<file path="src/rtl/loader_pkg.sv">
// rtl/loader_pkg.sv - shared state encoding and defaults for the program loader
package loader_pkg;

  typedef enum logic [1:0] {
    ST_IDLE = 2'd0,
    ST_LOAD = 2'd1,
    ST_RUN  = 2'd2
  } state_t;

  localparam int         DEPTH_DEFAULT     = 32;
  localparam logic [7:0] END_INSTR_DEFAULT = 8'b11000011;

  function automatic int addr_width(input int depth);
    return (depth > 1) ? $clog2(depth) : 1;
  endfunction

endpackage

</file>
<file path="src/rtl/instr_ram.sv">
// rtl/instr_ram.sv - instruction store, one write port and one registered read port
module instr_ram #(
  parameter int DEPTH = 32,
  parameter int AW    = 5
) (
  input  logic          clk,
  input  logic          we,
  input  logic [AW-1:0] waddr,
  input  logic [7:0]    wdata,
  input  logic [AW-1:0] raddr,
  output logic [7:0]    rdata
);

  // Contents are deliberately not reset; the loader gates reads with prog_len.
  logic [7:0] mem [DEPTH];

  always_ff @(posedge clk) begin
    if (we) begin
      mem[waddr] <= wdata;
    end
    rdata <= mem[raddr];
  end

endmodule

</file>
<file path="src/rtl/program_loader.sv">
// rtl/program_loader.sv - byte-stream program loader feeding a fetch port; LOADER_CHECKSUM_EN adds a checksum output
module program_loader
  import loader_pkg::*;
#(
  parameter int         DEPTH     = DEPTH_DEFAULT,
  parameter logic [7:0] END_INSTR = END_INSTR_DEFAULT
) (
  input  logic       origclk,
  input  logic       reset,
  input  logic       load_start,
  input  logic       load_valid,
  input  logic [7:0] load_data,
  input  logic       load_last,
  output logic       load_ready,
  input  logic [7:0] pc,
  output logic [7:0] instruction,
  output logic       cpu_run,
  output logic [8:0] prog_len,
  output logic       load_err
`ifdef LOADER_CHECKSUM_EN
  ,
  output logic [7:0] checksum
`endif
);

  localparam int            AW        = addr_width(DEPTH);
  localparam logic [AW-1:0] LAST_ADDR = AW'(DEPTH - 1);
  localparam logic [8:0]    FULL_LEN  = 9'(DEPTH);

  state_t        state, state_nxt;
  logic [AW-1:0] ptr, ptr_nxt;
  logic [8:0]    len_nxt;
  logic          err_nxt;
  logic          accept;
  logic          wr_en;
  logic          hit_q;
  logic [7:0]    rd_data;

  assign load_ready = (state == ST_LOAD);
  assign cpu_run    = (state == ST_RUN);
  assign accept     = load_valid && load_ready;

  always_comb begin
    state_nxt = state;
    ptr_nxt   = ptr;
    len_nxt   = prog_len;
    err_nxt   = load_err;
    wr_en     = 1'b0;
    // A restart request outranks any byte offered in the same cycle.
    if (load_start) begin
      state_nxt = ST_LOAD;
      ptr_nxt   = '0;
      len_nxt   = '0;
      err_nxt   = 1'b0;
    end else if (accept) begin
      wr_en   = 1'b1;
      ptr_nxt = ptr + 1'b1;
      if (load_last) begin
        state_nxt = ST_RUN;
        len_nxt   = 9'(ptr) + 9'd1;
      end else if (ptr == LAST_ADDR) begin
        state_nxt = ST_RUN;
        len_nxt   = FULL_LEN;
        err_nxt   = 1'b1;
      end
    end
  end

  always_ff @(posedge origclk or negedge reset) begin
    if (!reset) begin
      state    <= ST_IDLE;
      ptr      <= '0;
      prog_len <= '0;
      load_err <= 1'b0;
      hit_q    <= 1'b0;
    end else begin
      state    <= state_nxt;
      ptr      <= ptr_nxt;
      prog_len <= len_nxt;
      load_err <= err_nxt;
      // Full-width compare so addresses past the store never alias.
      hit_q    <= (state == ST_RUN) && ({1'b0, pc} < prog_len);
    end
  end

  assign instruction = hit_q ? rd_data : END_INSTR;

  instr_ram #(
    .DEPTH (DEPTH),
    .AW    (AW)
  ) u_ram (
    .clk   (origclk),
    .we    (wr_en),
    .waddr (ptr),
    .wdata (load_data),
    .raddr (pc[AW-1:0]),
    .rdata (rd_data)
  );

`ifdef LOADER_CHECKSUM_EN
  always_ff @(posedge origclk or negedge reset) begin
    if (!reset) begin
      checksum <= '0;
    end else if (load_start) begin
      checksum <= '0;
    end else if (accept) begin
      checksum <= checksum + load_data;
    end
  end
`endif

endmodule

</file>
<file path="config.mk">
export PLATFORM = sky130hd
export DESIGN_NAME = program_loader
export DESIGN_NICKNAME = d
export VERILOG_FILES = /design/src/rtl/loader_pkg.sv /design/src/rtl/instr_ram.sv /design/src/rtl/program_loader.sv
export SDC_FILE = /design/constraint.sdc
export NUM_CORES = 1
export LEC_CHECK = 0
export CAP_MARGIN = 20
export CORE_ASPECT_RATIO = 1.5
export CORE_UTILIZATION = 45
export CTS_CLUSTER_SIZE = 25
export DETAILED_ROUTE_END_ITERATION = 10
export GPL_TIMING_DRIVEN = 0
export PLACE_DENSITY = 0.7
export SYNTH_ARGS = -nofsm -noshare
export SYNTH_HDL_FRONTEND = slang
export SYNTH_SLANG_ARGS = --single-unit
</file>
<file path="constraint.sdc">
create_clock -name origclk -period 4.15 [get_ports origclk]
set_input_delay 1.0375 -clock origclk [delete_from_list [all_inputs] [get_ports origclk]]
set_output_delay 1.0375 -clock origclk [all_outputs]
set_load 0.01 [all_outputs]
</file>
==> reports/qor.txt <==
core box area = 0.0238 mm^2
multi-input logic area = 0.00252 mm^2
CP max FO = 8
CP Data Arrival Time = 3020 ps
largest net degree at the start of global routing = 33
P_sw = 1180 uW
htree depth = 1
die area = 0.0250 mm^2
overall die height = 193 um
clock latency at the later pin of the worst-skew pair = 530 ps
Synth warnings = 0
register area share after synthesis = 74.9%
vias = 5360
commonest non-fill, non-tap cells in the layout = edfxtp_1 (256), mux4_2 (45), nor2_1 (45)
CTS tree = yes
minimum clock period = 2870 ps
initial core utilization = 46.1%
crit-path leading delay family = simple AND/OR/NAND/NOR gates
Layout area overhead = 15.5%
Yosys reg bits = 279
Synth async-reset ratio = 5.38%
global-route wire length before repair = 34300 um
CTS resizes = 0
Cells after DPL = 901
Mapped Cells = 542
Combinational Power Share = 5.6%
Final Slew Violations = 0
Crit-path slowest cell = nor2_1
# fillers = 1856
drt via density = 5.64
clock share of power = 38.8%
f_max = 349 MHz
count of flip-flops with a built-in enable after synthesis = 256
Slew @ Worst Pin = 861 ps
First-pass DRT Iterations = 4
CP Cell Sequence = clkdlybuf4s50_1, nand2_1, nor2_1, nand2_1, nor2_1
setup TNS = 0 ps
initial DRC count = 402
Critical path buffers and inverters = 1
MaxCap Viol Count = 0
required time of the critical path = 4300 ps
DP HPWL = 15500 um
ANT cells = 0
worst vdd ir = 0.000300 V
CTS Buf Count = 25
Rows = 69
Critical Path Sink Type = register
Flop pwr share = 55.6%
Slew Limit Headroom = 42.4%
port buffer count = 36
drt total wl = 22800 um
Clock Skews = 20.0 ps
worst hold-check path type = reg2reg
Final ANT Viol Nets = 0
Pwr Total = 5580 uW
top_reg_cell synth = edfxtp_1
leakage = 0.00410 uW
Power Density = 440 mW/mm^2
RePlAce Congestion = 0.808
Total Routing Usage GR = 19.0%
Max Root-Sink Buffers = 3
Synth Cell Area = 0.0110 mm^2
post-cts hold buffer count = 0
synthesized area per cell = 20.3 um^2
GRT Residual Overflow = 0
Final Hold Vio Count = 0
DR WL/cell = 24.0 um
critical path startpoint category = input port
RSZ-0062 raised after global routing = no
max incr delay on CP = 760 ps
clk sinks = 279
Final Cycle Share = 69.1%
Post-CTS Setup Bufs = 0
Synth cell types = 42
commonest non-fill, non-tap cell in the layout = edfxtp_1
Die Wd = 130 um
Residual DRC = 0
critical path class = in2reg
fin area = 0.0127 mm^2
non-filler instance count after layout = 950
Reg2Reg Depth = 5
hold depth = 2
IO Pins = 41
vias in the first global route = 5623
status = complete, no violations
setup violators final = 0
Worst path depth = 5
Reg area = 0.00822 mm^2
share of cells above drive strength 1 = 18.9%
Worst-path clk slew = 70 ps
dpl cell area = 0.0118 mm^2
initial antenna violation count = 0
nets = 646
sw frac = 21.1%
internal power of the cells = 4400 uW
root buf cell = clkbuf_16
[registers in the layout, summed over array words and instances, names as in the netlist]
name and cells:
hit_q 1, ptr 5, state 2, prog_len 6, load_err 1, u_ram.rdata 8, u_ram.mem 256
[power groups by stage]
| stage | sequential (uW) | combinational [uW] | clock, uW |
|---|---|---|---|
| after detailed placement | 3160 | 300 | 0 |
| after floorplan | 3160 | 166 | 0 |
| after global placement | 3160 | 286 | 0 |
| final | 3100 | 313 | 2160 |
| after global routing | 3100 | 335 | 2290 |
| after CTS | 3100 | 301 | 2190 |
[stage by stage]
step | hold slack (ps) | worst slack (ps) | utilization [%]
4_1_cts | 526 | 1290 | 52.6
3_3_place_gp | 482 | 795 | 49.3
5_1_grt | 555 | 1130 | 53.2
6_report | 517 | 1280 | 53.2
2_1_floorplan | 464 | 1870 | -
3_5_place_dp | 498 | 744 | 49.5
[layout make-up]
type,count,area share (%)
buffer,28,1.67
clock buffer,27,4.99
clock inverter,16,0.938
inverter,9,0.266
multi-input combinational,228,19.9
sequential,279,64.9
tap,319,3.15
timing repair buffer,44,4.24
[per-layer routing]
layer / GRT usage, % / vias up / share of wire, %
met3: 2.74 / 46 / 5.4
met2: 33.2 / 206 / 53
met1: 23.6 / 2740 / 37
met4: 7.58 / 0 / 3.7
li1: - / 2368 / -
met5: 0 / - / 0
[Yosys cell counts (2+ instances only)]
cell type    n  area [um^2]
nand3b_1     5         37.5
a21oi_1      4         20.0
xor2_1       2         17.5
nand2_1     13         48.8
ha_1        10          125
buf_1        2         7.51
nand3_1      3         15.0
xnor2_1      2         17.5
buf_2       10         50.1
dfrtp_1     15          375
clkbuf_1     5         18.8
mux4_2      45         1010
a21o_1       4         30.0
clkbuf_2     2         10.0
nor2_1      45          169
buf_12       4         80.1
or3_1        4         25.0
and2_1       5         31.3
a31oi_1      2         12.5
edfxtp_1   256         7690
inv_1        8         30.0
or3b_1       3         26.3
nor4_1       3         18.8
mux4_1      19          499
a22oi_1      5         37.5
buf_6        2         22.5
o22ai_1     32          200
dfxtp_1      8          160
buf_4        3         22.5
nor4_2       5         62.6
nand2b_1     5         31.3
[worst paths after layout]
check | startpoint | endpoint | slack [ps]
worst max-delay path | load_valid | u_ram.mem[12][0]$_DFFE_PP_ | 1280
worst min-delay path | load_err$_DFFE_PN0P_ | load_err$_DFFE_PN0P_ | 520
worst max register to register | state[0]$_DFFE_PN0P_ | u_ram.mem[12][0]$_DFFE_PP_ | 1580
worst min register to register | load_err$_DFFE_PN0P_ | load_err$_DFFE_PN0P_ | 520
max in group asynchronous | reset | ptr[2]$_DFFE_PN0P_ | 2770
min in group asynchronous | reset | prog_len[5]$_DFFE_PN0P_ | 930
[cell families (layout without fill, tap and decap cells)]
kind of cell             count (synthesis)  after routing  share of synthesized area, %
other                                    1              3                        0.0342
AND/OR/NAND/NOR                         97             97                          4.67
XOR/XNOR                                 4              4                         0.319
buffers and inverters                   37            124                          2.23
multiplexers                            64             64                          13.8
flip-flops                             279            279                          74.9
AO/OA/AOI/OAI                           50             50                          2.94
adder cells (fa/ha/maj)                 10             10                          1.14
[tightest hold or removal path: cells and delay by family (launching register included)]
family | cells | cell delay [ps]
flops | 1 | 350
simple gates | 1 | 80
compound gates | 1 | 50
Note: power is estimated with default switching activity, not from simulation.
